**src/rtl/alu_operand_loader.sv**
```systemverilog
// alu_operand_loader: packs n_alu scalar operand pairs, accepted one per cycle
// over valid/ready, into wide a/b lane vectors and presents each completed
// vector to the vector ALU with its select opcode (enable/alu_ready handshake).
// Counts transferred vectors modulo 256; flush discards partial and pending work.
//
// Optional feature macro: ALU_LOADER_PINGPONG_EN
//   defined   - the assembly buffer keeps filling as a shadow vector while the
//               output vector waits for the ALU (one vector per n_alu cycles).
//   undefined - single buffer; in_ready drops while a vector is being issued.
module alu_operand_loader #(
    parameter int WIDTH = 4,
    parameter int n_alu = 4,
    parameter int SEL_W = 3
) (
    input  logic                         clk,
    input  logic                         arst,
    input  logic                         in_valid,
    output logic                         in_ready,
    input  logic [WIDTH-1:0]             in_a,
    input  logic [WIDTH-1:0]             in_b,
    input  logic [SEL_W-1:0]             in_sel,
    input  logic                         flush,
    output logic [WIDTH*n_alu-1:0]       a,
    output logic [WIDTH*n_alu-1:0]       b,
    output logic [SEL_W-1:0]             select,
    output logic                         enable,
    input  logic                         alu_ready,
    output logic [$clog2(n_alu+1)-1:0]   fill_level,
    output logic [7:0]                   vec_count
);

    localparam int LVL_W = $clog2(n_alu + 1);
    localparam int VEC_W = WIDTH * n_alu;

    typedef enum logic {
        FILL  = 1'b0,
        ISSUE = 1'b1
    } state_t;

    state_t             state;
    state_t             state_nx;
    logic               accept;
    logic               transfer;
    logic               last_lane;
    logic               complete;
    logic               load_out;
    logic [VEC_W-1:0]   fill_a;
    logic [VEC_W-1:0]   fill_b;
    logic [VEC_W-1:0]   fill_a_nx;
    logic [VEC_W-1:0]   fill_b_nx;
    logic [SEL_W-1:0]   fill_sel;
`ifdef ALU_LOADER_PINGPONG_EN
    logic               shadow_full;
`endif

    // State register: reset and flush both return to FILL.
    always_ff @(posedge clk) begin
        // NOTE: sequential state is assigned with <= so every register samples
        // pre-edge values no matter how the always blocks are ordered.
        if (arst) begin
            state <= FILL;
        end else begin
            state <= state_nx;
        end
    end

    // Handshake decode and next-state selection.
    always_comb begin
        // NOTE: every signal written here gets a default first, so no path
        // leaves one unassigned and no latch is inferred.
        state_nx  = state;
        load_out  = 1'b0;
        enable    = (state == ISSUE);
`ifdef ALU_LOADER_PINGPONG_EN
        in_ready  = !arst && !flush && ((state == FILL) || !shadow_full);
`else
        in_ready  = !arst && !flush && (state == FILL);
`endif
        accept    = in_valid && in_ready;
        transfer  = enable && alu_ready && !flush;
        last_lane = (fill_level == LVL_W'(n_alu - 1));
        complete  = accept && last_lane;

        if (flush) begin
            state_nx = FILL;
        end else begin
            case (state)
                FILL: begin
                    if (complete) begin
                        state_nx = ISSUE;
                        load_out = 1'b1;
                    end
                end
                ISSUE: begin
                    if (transfer) begin
`ifdef ALU_LOADER_PINGPONG_EN
                        // A finished shadow vector replaces the departing one.
                        if (shadow_full || complete) begin
                            load_out = 1'b1;
                        end else begin
                            state_nx = FILL;
                        end
`else
                        state_nx = FILL;
`endif
                    end
                end
                default: state_nx = FILL;
            endcase
        end
    end

    // Merge the accepted element into the lane selected by fill_level.
    always_comb begin
        fill_a_nx = fill_a;
        fill_b_nx = fill_b;
        for (int k = 0; k < n_alu; k++) begin
            if (accept && (fill_level == LVL_W'(k))) begin
                fill_a_nx[k*WIDTH +: WIDTH] = in_a;
                fill_b_nx[k*WIDTH +: WIDTH] = in_b;
            end
        end
    end

    // Assembly buffer lanes.
    always_ff @(posedge clk) begin
        // NOTE: the lane storage has no reset: every lane is rewritten before a
        // completed vector is loaded from it, so stale contents never escape.
        fill_a <= fill_a_nx;
        fill_b <= fill_b_nx;
    end

    // Fill index, lane-0 opcode capture, output vector and transfer counter.
    always_ff @(posedge clk) begin
        if (arst) begin
            fill_level <= '0;
            fill_sel   <= '0;
            a          <= '0;
            b          <= '0;
            select     <= '0;
            vec_count  <= '0;
        end else begin
            if (flush) begin
                fill_level <= '0;
            end else if (accept) begin
                fill_level <= last_lane ? '0 : fill_level + LVL_W'(1);
            end
            if (accept && (fill_level == '0)) begin
                fill_sel <= in_sel;
            end
            if (load_out) begin
                a      <= fill_a_nx;
                b      <= fill_b_nx;
                select <= fill_sel;
            end
            if (transfer) begin
                vec_count <= vec_count + 8'd1;
            end
        end
    end

`ifdef ALU_LOADER_PINGPONG_EN
    // Shadow vector complete and waiting behind the vector on the outputs.
    always_ff @(posedge clk) begin
        if (arst || flush) begin
            shadow_full <= 1'b0;
        end else if ((state == ISSUE) && complete && !transfer) begin
            shadow_full <= 1'b1;
        end else if (transfer) begin
            shadow_full <= 1'b0;
        end
    end
`endif

endmodule

```
**config.mk**
```make
export PLATFORM = sky130hd
export DESIGN_NAME = alu_operand_loader
export DESIGN_NICKNAME = d
export VERILOG_FILES = /design/src/rtl/alu_operand_loader.sv
export SDC_FILE = /design/constraint.sdc
export NUM_CORES = 1
export LEC_CHECK = 0
export ABC_AREA = 1
export BUFFER_PORTS_ARGS = -buffer_cell sky130_fd_sc_hd__buf_2
export CAP_MARGIN = 20
export CORE_MARGIN = 5
export CORE_UTILIZATION = 40
export DETAILED_ROUTE_END_ITERATION = 8
export PLACE_DENSITY = 0.67
export SETUP_SLACK_MARGIN = 0.02
export SYNTH_ARGS = -nofsm -noshare
export SYNTH_HDL_FRONTEND = slang
export SYNTH_SLANG_ARGS = --single-unit
export TNS_END_PERCENT = 10
```
**constraint.sdc**
```tcl
create_clock -name clk -period 1.5 [get_ports clk]
set_input_delay 0.45 -clock clk [delete_from_list [all_inputs] [get_ports clk]]
set_output_delay 0.45 -clock clk [all_outputs]
set_load 0.02 [all_outputs]
```
==> run metrics <==
status complete, no violations; Leak 1.959 nW; GRT overflow 0; Power Total slightly above 0.004 W; Fillers 726; Commonest cells post-synth nand2_1 (133), nor2_1 (75), dfxtp_1 (74); Die ar. around 9000 um2; Mean Syn Cell Area slightly above 7 um2; area of the multi-input gates 1251 um2; number of vias per cell 4.551; Slew Limit Fails 0; initial DRC count 103; wire per inst 11.89 um; row count 31; Critical Path Fanout Max 2; Gate Count Post-Synth 417; Worst setup SP type primary input; Post-Syn Area 2978 um2; total number of vias 2749; initial antenna violation count 0; fmax 0.6916 GHz; vias in the first global route 2560; Worst Path Arrival 1.00 ns; clk sinks 74; Synth area leaders dfxtp_1 (50%), nand2_1 (17%), nor2_1 (9.5%), inv_1 (6.2%), nand3_1 (4.7%); Crit Path Category primary input to output pin; H-tree levels 3; placer congestion estimate 0.7704; Tightest Pin Transition 0.4456 ns; NumNets Final 521; CTS Hold Buffers Added 0; Die Wd 96.28 um; Main synth FF type dfxtp_1; normalized max-slew margin 70.26%; FF/Latch Area 1490 um2; unrepaired setup endpoints after global routing true; FF+latch count, synth 74; ys async rst share 0%; maximum vdd drop 0.0006729 V; Clock Tree Root clkbuf_8; Crit. End Element output pin; CP max stage cell buf_4; share of the synthesized area in the top cell type 49.75%; clock latency on the worst-skew pair 0.35 ns; Tmin final 1.446 ns; share of layout cells above drive strength 1 between 20% and 30%; pin count of the biggest net entering global routing 37; crit-path cells buf_2 > nor2_8 > inv_1 > nor2_1 > buf_4; DIE HEIGHT 96.28 um; Crit path required time roughly 1.1 ns; clock slew at reported path FFs 0.08 ns; Num CTS Buffers 9; Final ANT Viol Nets 0; worst hold path type primary input to flip-flop; final hold vios 0; max cap viols 0; router iterations before antenna repair 4; fin util 52.99%; Layout Skew 0.006667 ns; # setup viols final 0; final worst path period share a little over nine tenths; TritonCTS clock tree yes; EDFF count, synth 0; PortBufs 63; Net Count, Synth roughly 440; largest buffer count on any clock path 2; max incr delay on CP 0.15 ns; Yosys cell types 21; I/O pin total 64; global-route wire length before repair 11.30 mm; power per cell area ~1100 nW/um2; Starting Density 41.06%; most common cell in the netlist nand2_1; largest area contributor in the netlist dfxtp_1; post-DP HPWL 4.912 mm; gr usage total approximately 16%; Post-route DRC 0; Synth-to-Final Area Change 29.08%; area of the core 7253 um2; Total Wirelength 7.183 mm; ant diodes 0; sequential area share after synthesis approximately 50%; synthesis warning total 0
## per-layer routing
metal | GRT usage [%] | share of wire [%] | vias up
met1 | 18.86 | 45 | 1246
li1 | - | - | 1438
met4 | 3.555 | 0.38 | 0
met5 | 0 | 0 | -
met2 | 27.49 | 49 | 61
met3 | 5.864 | 6.2 | 4
## layout make-up
| cell class | instances | share of cell area (%) |
|---|---|---|
| Timing Repair Buffer | 87 | 14.78 |
| Multi-Input combinational cell | 279 | 32.55 |
| Clock inverter | 6 | 2.311 |
| Sequential cell | 74 | 38.77 |
| Clock buffer | 10 | 3.581 |
| Tap cell | 99 | 3.223 |
| Inverter | 49 | 4.785 |
## state kept, by name, indices dropped and copies added, names as in the netlist
signal      cells
a              16
b              16
fill_a         12
fill_b         12
vec_count       8
fill_level      3
fill_sel        3
select          3
enable          1
## where the power goes
| part | internal, W | leakage, nW | switching [W] |
|---|---|---|---|
| sequential | 0.00205 | 0.603 | 0.0000264 |
| combinational | 0.0000870 | 1.25 | 0.000142 |
| clock | 0.000984 | 0.109 | 0.000749 |
| total | 0.00313 | 1.96 | 0.000918 |
## cell usage in the layout, fill, tap and decap left out
| cell type | synthesis | routed |
|---|---|---|
| o21bai_1 | 1 | 1 |
| nand4_1 | 3 | 3 |
| inv_1 | 49 | 45 |
| dfxtp_4 | 0 | 2 |
| nor2_2 | 0 | 5 |
| clkbuf_16 | 0 | 2 |
| inv_6 | 0 | 1 |
| inv_2 | 0 | 4 |
| buf_4 | 2 | 16 |
| ha_1 | 5 | 4 |
| dfxtp_1 | 74 | 71 |
| ha_4 | 0 | 1 |
| nand3_2 | 0 | 1 |
| bufinv_16 | 0 | 2 |
| nand2_1 | 133 | 133 |
| buf_12 | 0 | 1 |
| buf_6 | 3 | 6 |
| clkbuf_8 | 0 | 10 |
| clkinv_2 | 0 | 1 |
| o211ai_1 | 1 | 1 |
| nor2_1 | 75 | 70 |
| nor2_8 | 1 | 1 |
| dfxtp_2 | 0 | 1 |
| o21ai_0 | 10 | 10 |
| nor3_1 | 1 | 1 |
| a211oi_1 | 2 | 2 |
| nand3_1 | 28 | 27 |
| nor2_4 | 1 | 1 |
| buf_2 | 4 | 62 |
| clkinvlp_4 | 0 | 2 |
| nand3_4 | 1 | 1 |
| a21oi_1 | 17 | 17 |
## kinds of logic after synthesis
kind of cell    Yosys count  share of synthesized area, %
compound gates           31                         5.546
flops                    74                         49.75
buf+inv                  64                         9.244
fa+ha+maj                 5                         2.101
simple gates            243                         33.36
## final timing paths
check | depth (start not counted) | end | startpoint | slack [ns]
hold / removal | 3 | fill_sel[2]$_SDFFE_PP0N_ | in_sel[2] | 0.37
hold reg to reg | 2 | fill_a[10]$_DFF_P_ | fill_a[10]$_DFF_P_ | 0.45
setup / recovery | 5 | in_ready | arst | 0.05
setup reg to reg | 10 | b[10]$_SDFFE_PP0P_ | fill_level[0]$_SDFFE_PP0P_ | 0.06
## repair_timing
item / 4_1_cts / 5_1_grt
pin swaps: 1 / 2
cloned: 0 / 3
endpoints found under the setup margin: 5 / 47
setup buffers: 1 / 2
resized for setup: 1 / 20
## worst max-delay path, delay by kind of cell
kind,cells,cell delay (ns)
simple gates,2,0.20
buf+inv,3,0.35
## metrics by stage
stage          setup TNS [ns]  cells  hold WS (ns)  area [um2]  setup WS [ns]
4_1_cts                     0    599        0.3577        3712        0.01108
5_1_grt               -0.7984    604        0.3708        3844       -0.05141
3_5_place_dp           -3.472    582        0.4364        3476        -0.1557
2_1_floorplan       -0.005966    417        0.4221        2982      -0.005966
6_report                    0    604        0.3667        3844        0.05417
3_3_place_gp           -2.879    582        0.4322        3476        -0.1395
Note: power is estimated with default switching activity, not from simulation.
